**src/rtl/conv1d_pkg.sv**
```systemverilog
// Shared state type and size helpers for the parametrised 1-D convolution engine.
package conv1d_pkg;

  typedef enum logic [1:0] {
    LOAD    = 2'd0,
    COMPUTE = 2'd1,
    OUTPUT  = 2'd2
  } state_t;

  function automatic int convN(input int dataN, input int filterN, input int stride);
    return (dataN - filterN) / stride + 1;
  endfunction

  // Wide enough that FILTER_N full-precision products can never overflow.
  function automatic int outW(input int wX, input int wF, input int filterN);
    return wX + wF + $clog2(filterN);
  endfunction

endpackage

```
**src/rtl/conv1d_mac.sv**
```systemverilog
// Registered signed multiply-accumulate for one convolution output, with a
// first-product clear and an optional ReLU on the finished sum.
module conv1d_mac
  import conv1d_pkg::*;
#(
  parameter int W_X   = 8,
  parameter int W_F   = 8,
  parameter int OUT_W = 21
) (
  input  logic                    clk,
  input  logic                    reset,
  input  logic                    i_en,
  input  logic                    i_clear,
  input  logic                    i_relu,
  input  logic signed [W_X-1:0]   i_x,
  input  logic signed [W_F-1:0]   i_f,
  output logic signed [OUT_W-1:0] o_result
);

  logic signed [W_X+W_F-1:0] w_prod;
  logic signed [OUT_W-1:0]   w_prodExt;
  logic signed [OUT_W-1:0]   r_acc;

  assign w_prod    = i_x * i_f;
  assign w_prodExt = OUT_W'(w_prod);

  always_ff @(posedge clk or negedge reset) begin
    if (!reset) begin
      r_acc <= '0;
    end else if (i_en) begin
      r_acc <= i_clear ? w_prodExt : r_acc + w_prodExt;
    end
  end

  assign o_result = (i_relu && r_acc[OUT_W-1]) ? '0 : r_acc;

endmodule

```
**src/rtl/conv1d_param.sv**
```systemverilog
// Parametrised 1-D convolution engine: loads x and f over valid/ready streams,
// then emits y[k] = sum_j x[k*STRIDE+j]*f[j] one result at a time.
module conv1d_param
  import conv1d_pkg::*;
#(
  parameter int  DATA_N   = 128,
  parameter int  FILTER_N = 32,
  parameter int  STRIDE   = 1,
  parameter int  W_X      = 8,
  parameter int  W_F      = 8,
  localparam int CONV_N   = convN(DATA_N, FILTER_N, STRIDE),
  localparam int OUT_W    = outW(W_X, W_F, FILTER_N)
) (
  input  logic                    clk,
  input  logic                    reset,
  input  logic                    s_valid_x,
  output logic                    s_ready_x,
  input  logic signed [W_X-1:0]   s_data_in_x,
  input  logic                    s_valid_f,
  output logic                    s_ready_f,
  input  logic signed [W_F-1:0]   s_data_in_f,
  input  logic                    cfg_reuse_f,
  input  logic                    cfg_relu,
  input  logic                    m_ready_y,
  output logic                    m_valid_y,
  output logic signed [OUT_W-1:0] m_data_out_y,
  output logic                    m_last_y
);

  localparam int XA_W  = $clog2(DATA_N);
  localparam int FA_W  = $clog2(FILTER_N);
  localparam int XC_W  = $clog2(DATA_N + 1);
  localparam int FC_W  = $clog2(FILTER_N + 1);
  localparam int TAP_W = $clog2(FILTER_N + 2);
  localparam int K_W   = $clog2(CONV_N + 1);

  localparam logic [XC_W-1:0]  X_FULL   = XC_W'(DATA_N);
  localparam logic [FC_W-1:0]  F_FULL   = FC_W'(FILTER_N);
  localparam logic [TAP_W-1:0] TAP_RD   = TAP_W'(FILTER_N);
  localparam logic [TAP_W-1:0] TAP_DONE = TAP_W'(FILTER_N + 1);
  localparam logic [K_W-1:0]   K_LAST   = K_W'(CONV_N - 1);
  localparam logic [XA_W-1:0]  X_STEP   = XA_W'(STRIDE);

  state_t r_state;
  state_t w_nextState;

  logic                    r_run;
  logic [XC_W-1:0]         r_xCnt;
  logic [FC_W-1:0]         r_fCnt;
  logic                    r_fLoaded;
  logic [K_W-1:0]          r_k;
  logic [XA_W-1:0]         r_base;
  logic [TAP_W-1:0]        r_tap;
  logic                    r_relu;
  logic                    r_rdValid;
  logic                    r_rdFirst;
  logic signed [W_X-1:0]   r_xRd;
  logic signed [W_F-1:0]   r_fRd;
  logic signed [OUT_W-1:0] r_dataOut;

  logic signed [W_X-1:0]   r_xMem [DATA_N];
  logic signed [W_F-1:0]   r_fMem [FILTER_N];

  logic                    w_xAccept;
  logic                    w_fAccept;
  logic                    w_loadDone;
  logic                    w_lastK;
  logic [XA_W-1:0]         w_xAddr;
  logic [FA_W-1:0]         w_fAddr;
  logic signed [OUT_W-1:0] w_macResult;

  assign w_xAccept  = s_valid_x && s_ready_x;
  assign w_fAccept  = s_valid_f && s_ready_f;
  assign w_loadDone = (r_xCnt == X_FULL) && ((r_fCnt == F_FULL) || r_fLoaded);
  assign w_lastK    = (r_k == K_LAST);
  assign w_xAddr    = r_base + XA_W'(r_tap);
  assign w_fAddr    = FA_W'(r_tap);

  always_ff @(posedge clk or negedge reset) begin
    if (!reset) begin
      r_state <= LOAD;
    end else begin
      r_state <= w_nextState;
    end
  end

  always_comb begin
    w_nextState = r_state;
    case (r_state)
      LOAD: begin
        if (w_loadDone) w_nextState = COMPUTE;
      end
      COMPUTE: begin
        if (r_tap == TAP_DONE) w_nextState = OUTPUT;
      end
      OUTPUT: begin
        if (m_ready_y) w_nextState = w_lastK ? LOAD : COMPUTE;
      end
      default: w_nextState = LOAD;
    endcase
  end

  // r_run keeps both ready outputs low until the first clock after reset release.
  always_comb begin
    s_ready_x = 1'b0;
    s_ready_f = 1'b0;
    m_valid_y = 1'b0;
    m_last_y  = 1'b0;
    case (r_state)
      LOAD: begin
        s_ready_x = r_run && (r_xCnt < X_FULL);
        s_ready_f = r_run && (r_fCnt < F_FULL) && !r_fLoaded;
      end
      OUTPUT: begin
        m_valid_y = 1'b1;
        m_last_y  = w_lastK;
      end
      default: ;
    endcase
  end

  always_ff @(posedge clk or negedge reset) begin
    if (!reset) begin
      r_run     <= 1'b0;
      r_xCnt    <= '0;
      r_fCnt    <= '0;
      r_fLoaded <= 1'b0;
      r_k       <= '0;
      r_base    <= '0;
      r_tap     <= '0;
      r_relu    <= 1'b0;
    end else begin
      r_run <= 1'b1;
      if (w_xAccept) r_xCnt <= r_xCnt + 1'b1;
      if (w_fAccept) r_fCnt <= r_fCnt + 1'b1;
      r_tap <= ((r_state == COMPUTE) && (r_tap != TAP_DONE)) ? r_tap + 1'b1 : '0;
      case (r_state)
        LOAD: begin
          if (w_loadDone) begin
            r_fLoaded <= 1'b1;
            r_k       <= '0;
            r_base    <= '0;
            r_relu    <= cfg_relu;
          end
        end
        OUTPUT: begin
          if (m_ready_y) begin
            if (w_lastK) begin
              r_xCnt <= '0;
              if (!cfg_reuse_f) begin
                r_fCnt    <= '0;
                r_fLoaded <= 1'b0;
              end
            end else begin
              r_k    <= r_k + 1'b1;
              r_base <= r_base + X_STEP;
              r_relu <= cfg_relu;
            end
          end
        end
        default: ;
      endcase
    end
  end

  // Sample storage is never reset; contents are only trusted after a full load.
  always_ff @(posedge clk) begin
    if (w_xAccept) r_xMem[XA_W'(r_xCnt)] <= s_data_in_x;
    if (w_fAccept) r_fMem[FA_W'(r_fCnt)] <= s_data_in_f;
    r_xRd <= r_xMem[w_xAddr];
    r_fRd <= r_fMem[w_fAddr];
  end

  // Reads issue on taps 0..FILTER_N-1; the MAC consumes them one cycle later.
  always_ff @(posedge clk or negedge reset) begin
    if (!reset) begin
      r_rdValid <= 1'b0;
      r_rdFirst <= 1'b0;
      r_dataOut <= '0;
    end else begin
      r_rdValid <= (r_state == COMPUTE) && (r_tap < TAP_RD);
      r_rdFirst <= (r_state == COMPUTE) && (r_tap == '0);
      if ((r_state == COMPUTE) && (r_tap == TAP_DONE)) r_dataOut <= w_macResult;
    end
  end

  conv1d_mac #(
    .W_X   (W_X),
    .W_F   (W_F),
    .OUT_W (OUT_W)
  ) u_mac (
    .clk      (clk),
    .reset    (reset),
    .i_en     (r_rdValid),
    .i_clear  (r_rdFirst),
    .i_relu   (r_relu),
    .i_x      (r_xRd),
    .i_f      (r_fRd),
    .o_result (w_macResult)
  );

  assign m_data_out_y = r_dataOut;

endmodule
```
**config.mk**
```make
export PLATFORM = sky130hd
export DESIGN_NAME = conv1d_param
export DESIGN_NICKNAME = d
export VERILOG_FILES = /design/src/rtl/conv1d_pkg.sv /design/src/rtl/conv1d_mac.sv /design/src/rtl/conv1d_param.sv
export SDC_FILE = /design/constraint.sdc
export NUM_CORES = 2
export LEC_CHECK = 0
export CORE_UTILIZATION = 60
export CTS_CLUSTER_DIAMETER = 40
export DETAILED_ROUTE_END_ITERATION = 8
export PLACE_DENSITY_LB_ADDON = 0.2
export SYNTH_ARGS = -nofsm -noshare
export SYNTH_HDL_FRONTEND = slang
export SYNTH_SLANG_ARGS = --single-unit
export TNS_END_PERCENT = 30
```
**constraint.sdc**
```tcl
create_clock -name clk -period 15.1 [get_ports clk]
set_input_delay 3.02 -clock clk [delete_from_list [all_inputs] [get_ports clk]]
set_output_delay 3.02 -clock clk [all_outputs]
set_load 0.02 [all_outputs]
```
Yosys cells after proc, flatten, opt, wreduce, memory -nomap -nowiden
Memories as Yosys holds them, arrays and structs flattened. A register that Yosys moved wholly into a read port is not among the register bits.
Cells that the tools add are included.
W data, S select, Z words.
{ "totals": {"wordCells": 99, "ff_bits": 83, "memories": 2, "ram_bits": 1280, "in_bits": 23} }
{ "memory_table": {"columns": ["memory", "depth", "word_bits", "read_ports", "rd_ports_with_merged_regs", "wr", "line_no", "text"], "rows": [
  ["r_xMem", 128, 8, 1, 1, 1, "conv1d_param.sv:61", "logic signed [W_X-1:0] r_xMem [DATA_N];"],
  ["r_fMem", 32, 8, 1, 1, 1, "conv1d_param.sv:62", "logic signed [W_F-1:0] r_fMem [FILTER_N];"]
]} }
{ "classes": {"n_mul": 1, "n_eq_ne": 13, "mux": 41, "n_reduce_logical": 19, "order_cmp": 3, "n_addsub": 7} }
{ "op_table": {"columns": ["operator", "n"], "rows": [
  ["$mux W21", 2],
  ["$mux W6", 6],
  ["$mux W7", 5],
  ["$mux W8", 4],
  ["$pmux W7 S2", 2],
  ["$add A21 B16 Y21", 1],
  ["$mul A8 B8 Y16", 1],
  ["$mux W1", 16],
  ["$add A7 B1 Y7 const B", 2],
  ["$add A6 B1 Y6 const B", 2],
  ["$eq A6 B6 Y1 const B", 2],
  ["$lt A6 B6 Y1 const B", 2],
  ["$ne A2 B2 Y1 const B", 6],
  ["$logic_and A1 B1 Y1", 11],
  ["$add A8 B1 Y8 const B", 1],
  ["$eq A8 B8 Y1 const B", 1],
  ["$lt A8 B8 Y1 const B", 1],
  ["$add A7 B6 Y7", 1],
  ["$eq A7 B7 Y1 const B", 1],
  ["$logic_not A6 Y1", 1],
  ["$mux W2", 3],
  ["$ne A6 B6 Y1 const B", 1],
  ["$pmux W2 S3", 1],
  ["$reduce_and A5 Y1", 1],
  ["other kinds (9)", 10]
]} }

Depth between registers and ports, before layout
{ "logic_depth": {"word_depth": 10, "ltp_mapped": 27, "mapped_depth_nobuf": 27} }

Modules after synthesis
A second synthesis with hierarchy kept.
{ "hier_totals": {"hier_cells": 3090, "area_unflattened_um2": 57706.6} }
{ "modules_own_cells": {"columns": ["module", "cells_each", "instances", "seq_area_each_um2", "area_per_inst_um2"], "rows": [
  ["conv1d_param", 2532, 1, 40308.7, 52999.6],
  ["conv1d_mac", 558, 1, 525.5, 4707.0]
]} }

Least setup slack after synthesis
No wires, ideal clock.
{ "synth_timing": {"kind": "register to register", "from": "register r_xRd[5], read port of r_xMem", "to": "register u_mac.r_acc[20]", "t_required_ns": 14.963, "arrival_ns": 5.317, "stages_incl_launch_ff": 27, "setup_slack_ns": 9.646, "setup_time_ns": 0.137, "path_cell_list": "dfxtp_1 > and2_1 > fa_1 > inv_1 > fa_1 > inv_1 > fa_1 > inv_1 > fa_1 > inv_1 > ha_1 > nand2_1 > o21ai_0 > nor2_1 > nor2_1 > nor2_1 > xnor2_1 > ha_1 > and3_1 > and3_1 > and3_1 > o31ai_1 > a21o_1 > a31oi_1 > o21ai_0 > a21oi_1 > a2bb2oi_1"} }
{ "synth_via": {"elab_chain_len": 3} }
{ "synth_lines": {"columns": ["item", "line_no", "text"], "rows": [
  ["start: declaration", "conv1d_param.sv:57", "logic signed [W_X-1:0] r_xRd;"],
  ["$mul A8 B8 Y16 *", "conv1d_mac.sv:24", "assign w_prod = i_x * i_f;"],
  ["$add A21 B16 Y21", "conv1d_mac.sv:31", "r_acc <= i_clear ? w_prodExt : r_acc + w_prodExt;"],
  ["$mux W21 *", "conv1d_mac.sv:31", null],
  ["end signal: assignment", "conv1d_mac.sv:31", null],
  ["end: declaration", "conv1d_mac.sv:22", "logic signed [OUT_W-1:0] r_acc;"]
]} }
Every way passes the cells marked *; elsewhere a longest branch is shown, timed or not.
A chain may end at the register's enable or synchronous reset.

Worst setup path in the final report
Same ends and word-level chain as after synthesis.

==> results.toml <==
[run_status]
status = "finished clean"

[timing]
drv_slew = 0
finalHoldViolCount = 0
fin_tns_setup_ps = 0
finClkSkew_ps = 32.8
setup_viol = 0
tightest_slew_ps = 1320
fin_crit_sh_pct = 40.3
worst_slew_margin_rel_pct = 11.7
hold_slack_ps = 477
fin_crit_ps = 6090
rsz0062_at_grt = "false"
fmax_mhz = 164

[worst_setup_path]
required_ps = 15760
rr_worst_depth = 26
cp-start-kind = "register"
endpoint_kind = "register"
rrSetupSlack_ps = 9010
crit_fanout = 8
path_class = "register to register"
rr_endpoint = "u_mac.r_acc[20]$_DFFE_PN0P_"
r2r-start = "r_xRd[5]$_DFF_P_"
arrival_ps = 6750

[place]
dp_hpwl_microns = 75600
gp_congestion = 0.829
io_buffer_count = 47

[min_path]
hold_depth = 2
hp-class = "register to register"
hold_end = "m_data_out_y[15]$_DFFE_PN0P_"
worstHoldStart = "m_data_out_y[15]$_DFFE_PN0P_"

[cts]
clk_pin_slew_worst_paths_ps = 60
clockBufferDepth = 3
cts_resized = 0
h-tree-depth = 4
clk_latency_ps = 770
cts_hold_buffers = 0
clockRootBuffer = "clkbuf_16"
cts_tree = "yes"
cts.sinks = 1379
postCtsSetupBuffers = 0
numCtsBuffers = 160

[routing]
routed_wl_microns = 126000
drt_iter0_drc = 3238
drc = 0
viasPerCell = 6.42
post_drt_wl_per_cell_microns = 28.7
dr.pass1.iters = 7
ant_nets = 0
via_count = 28100

[pwr]
ir_drop_mv = 0.108
power_density_nw_per_um2 = 134
p_leak_nw = 20.9

[finish]
area_growth_pct = 12.5
layout.nets = 3142
antenna_cells = 0
drive_gt1_share_pct = 23.9

[global_route]
grt_pass1_vias = 28700
grt_max_degree = 93
grt_util_all_layers_pct = 27.2
grt_pass1_wl_microns = 188000
grt_overflow_total = 0
antenna_found_initial = 3

[floorplan]
die_y_microns = 310
ioPinCount = 48
dieArea_sq_um = 96200
core_area_sq_um = 93700
die_w_microns = 310
start_util_pct = 60.8
rows = 112

[yosys]
synth_edf_count = 1280
synth_cells = 2883
ys_seq_area_share_pct = 71.7
synth-async-reset-ratio_pct = 6.02
synth_area_sq_um = 57000
synth.distinct_cells = 54
synth-seq-cells = 1379
synth_ff_type = "edfxtp_1"
synth_nets = 3033
yosys_warnings = 0
syn_avg_cell_area_sq_um = 19.8

[run]
cap_viol_max_count = 0
[metal layers]
layer	wire length, microns	vias to the layer above	track usage (%)
met5	0	-	0
met4	3140	0	8.00
met3	10900	214	5.31
met2	59900	1367	41.8
met1	51600	14700	40.3
li1	-	11800	-
[area by class of cell]
type | instances | area [sq um]
clock inverters | 102 | 1150
multi-input cells | 1269 | 15300
fillers | 5672 | 29600
flip-flops and latches | 1379 | 40800
repair buffers | 77 | 673
well taps | 1254 | 1570
clock buffers | 190 | 4230
inverters | 105 | 394
[power by group]
part           internal (W)  total, W  switching [W]
clock network       0.00232   0.00389        0.00157
logic              0.000144  0.000467       0.000323
registers           0.00420   0.00423      0.0000267
[placed cells by master (no fill, tap or decap), drive strengths merged, types with 15 or more instances in the layout]
master	instances
ha	70
clkbuf	190
inv	130
xor2	21
xnor2	31
nor2b	15
edfxtp	1280
clkinv	35
mux2	20
fa	57
and2	47
bufinv	17
dfrtp	83
dfxtp	16
mux4	416
nand3	24
clkinvlp	25
a21oi	51
nor2	238
clkdlybuf4s50	38
o21ai	46
nand2	114
buf	39
[cell usage after synthesis (2+ instances only)]
master    count  area, sq um
buf_2        30          150
nor3_1       13         65.1
a21o_1       13         97.6
o21bai_1      6         45.0
a31oi_1      14         87.6
edfxtp_1   1280        38400
fa_1         57         1140
or3_1         7         43.8
o22ai_1       2         12.5
nand3b_1      3         22.5
inv_1       104          390
o21a_1        2         15.0
mux4_2      416         9370
xnor2_1      31          272
ha_1         70          876
o21ai_0      46          230
buf_1         9         33.8
a21oi_1      51          255
or2_2         3         18.8
nand3_1      24          120
nor2_1      238          893
buf_6         2         22.5
buf_4         5         37.5
o211ai_1      2         15.0
o31ai_1       3         22.5
clkbuf_1     84          315
mux2_2       20          225
xor2_1       21          184
and3_1        8         50.1
nor2b_1      15         93.8
mux2i_1       5         50.1
or3b_2        2         17.5
nand4_1      11         68.8
nand2b_1      9         56.3
dfrtp_1      83         2080
dfxtp_1      16          320
or4_1         2         15.0
nand2_1     114          428
and2_1       47          294
[worst max-delay path by stage]
stage	startpoint	end	slack (ps)	cells past startpoint
6_report	r_xRd[5]$_DFF_P_	u_mac.r_acc[20]$_DFFE_PN0P_	9010	26
5_1_grt	r_xRd[4]$_DFF_P_	u_mac.r_acc[20]$_DFFE_PN0P_	8610	27
4_1_cts	r_xRd[4]$_DFF_P_	u_mac.r_acc[20]$_DFFE_PN0P_	9010	26
3_5_place_dp	s_valid_x	r_xMem[97][0]$_DFFE_PP_	9020	4
3_3_place_gp	s_valid_x	r_xMem[4][6]$_DFFE_PP_	9180	5
2_1_floorplan	r_xRd[5]$_DFF_P_	u_mac.r_acc[20]$_DFFE_PN0P_	9650	26
[registers in the layout, summed over array words and instances (netlist names), 2 cells and up]
register and flops:
m_data_out_y 21, r_base 7, r_fCnt 6, r_fMem 256, r_fRd 8, r_k 7, r_state 2, r_tap 6
r_xCnt 8, r_xMem 1024, r_xRd 8, u_mac.r_acc 21
[cells by family (layout without fill, tap and decap cells)]
family | after synthesis | after routing | synth area share, %
compound gates | 148 | 148 | 1.50
xor+xnor | 52 | 52 | 0.799
fa+ha+maj | 127 | 127 | 3.54
buf+inv | 235 | 474 | 1.67
flops | 1379 | 1379 | 71.7
mux | 441 | 441 | 16.9
other cells | 1 | 1 | 0.00658
simple gates | 500 | 500 | 3.90
[critical path: stages, from the launching register on]
cell,delay [ps]
dfxtp_1,370
and2_1,220
fa_1,560
inv_1,60
fa_1,530
inv_1,50
fa_1,470
inv_1,50
fa_1,470
inv_1,40
ha_1,330
nand2_1,90
o21ai_0,240
nor2_1,70
nor2_1,90
nor2_1,50
xnor2_1,180
ha_1,320
and3_1,230
and3_1,190
and3_1,200
o31ai_1,390
a21o_1,210
a31oi_1,140
mux2i_1,190
o22ai_1,100
a2bb2oi_1,160
[through the flow]
stage,cells,setup slack (ps),cell area (sq um),utilization (%),power (W)
2_1_floorplan,2883,9650,57000,-,0.00458
3_3_place_gp,4084,9180,58700,62.7,0.00475
3_5_place_dp,4084,9020,58700,62.7,0.00477
4_1_cts,4376,9010,64100,68.4,0.00863
5_1_grt,4376,8610,64100,68.4,0.00882
6_report,4376,9010,64100,68.4,0.00859
No activity file was read; power rests on OpenSTA's default activity.
==> variant, RTL diff (same settings) <==
Encoding of `state_t`: now one-hot (3 bits for 3 states).
--- a/src/rtl/conv1d_pkg.sv
+++ b/src/rtl/conv1d_pkg.sv
@@ -2,8 +2,8 @@
 package conv1d_pkg;
 
-  typedef enum logic [1:0] {
-    LOAD    = 2'd0,
-    COMPUTE = 2'd1,
-    OUTPUT  = 2'd2
+  typedef enum logic [2:0] {
+    LOAD    = 3'b001,
+    COMPUTE = 3'b010,
+    OUTPUT  = 3'b100
   } state_t;
 
Check against the original RTL: no difference found for any inputs over 4 cycles, from zero or initial values and one cycle with reset low; so few cycles prove little.
==> variant against the unedited design <==
- worst setup slack worse by 0.22 ns
- synthesized cell count is 0.59% higher
- routed wire length is 0.61% higher
- cell area about the same
- power rose by 4.4%
- core utilization is essentially flat
- clock skew is 0.0035 ns lower
- sequential share of layout area is essentially flat
- largest power group unchanged
- sequential cell count is 1 higher
- register-to-register slack better by 0.03 ns
- critical path depth decreased by 22
- die area grew 0.19%
- synthesized area grew 0.19%
==> variant: results <==
[finish]
layout-drive-gt1-share_pct = 23.9
final_cells = 4400
final_nets = 3166

[run_status]
outcome = finished, final reports clean

[route]
vias_per_cell = 6.50
drt-initial-drc-count = 3525
dr.pass1.iters = 5
dr_wl_met2_mm = 61.3
routed.top_layer = met5
dr_wl_met3_mm = 10.8
drt_wl_total_mm = 126

[pwr]
cellLeakagePower_nw = 20.8
vdd_drop_max_v = 0.0000995

[global_routing]
antenna_found_initial = 4
grt_use_total_pct = 27.2
grt_pass1_vias = 28700
grt_pass1_wl_mm = 189

[logic_synthesis]
synth_area_per_cell_um2 = 19.7
synth_xor_area_share_pct = 0.721
ys_top_cells_by_count = edfxtp_1, mux4_2, nor2_1
yosysSeqAreaShare_pct = 71.6
synth_top_cells_by_area = edfxtp_1, mux4_2, dfrtp_1

[placement]
dp.final_hpwl_mm = 76.2
placed_cells = 4108
place_area_um2 = 58900
gp_congestion = 0.868
dp_slack_ns = 9.11

[sta]
timing.final.ws_setup_ns = 8.78
worst_pin_slew_ns = 1.33

[critical_path]
cp_max_fo = 7
ff2ff_setup_slack_ns = 9.04
arrival_ns = 3.30
## variant: report_power, final
group / internal [mW] / switching, mW / total, mW
clock network: 2.18 / 1.60 / 3.78
logic: 0.323 / 0.578 / 0.901
registers: 4.24 / 0.0503 / 4.29
total: 6.74 / 2.22 / 8.97
## variant: how the worst min path moves through the flow
stage,start,to,slack [ns]
after floorplan,r_k[6],r_k[6],0.43
after global placement,m_data_out_y[16],m_data_out_y[16],0.45
after detailed placement,m_data_out_y[15],m_data_out_y[15],0.46
after CTS,m_data_out_y[15],m_data_out_y[15],0.47
after global routing,m_data_out_y[15],m_data_out_y[15],0.49
final,m_data_out_y[15],m_data_out_y[15],0.46
## variant: final cells by class
type | instances | area (µm²)
multi-input combinational | 1284 | 15300
clock inverter | 113 | 1160
antenna | 1 | 2.50
timing repair buffer | 83 | 731
fill | 5640 | 29600
inverter | 107 | 402
clock buffer | 178 | 4090
sequential | 1380 | 40900
tap | 1254 | 1570
## variant: critical path, cell delays in order (launching register included)
cell,delay (ns)
dfstp_2,0.57
nor3b_1,0.41
nand2_1,0.33
nor2_1,0.51
clkdlybuf4s50_1,0.71
## variant: routing by layer
layer / up-vias / track usage (%)
met3: 190 / 5.09
met4: 2 / 7.90
met2: 1422 / 42.2
li1: 11900 / -
met5: - / 0
met1: 15100 / 40.3
## variant: cell families after synthesis
logic type,Yosys count
multiplexers,442
AO/OA/AOI/OAI,147
XOR/XNOR,47
adder cells (fa/ha/maj),127
flip-flops,1380
buffers and inverters,236
AND/OR/NAND/NOR,520
other,1
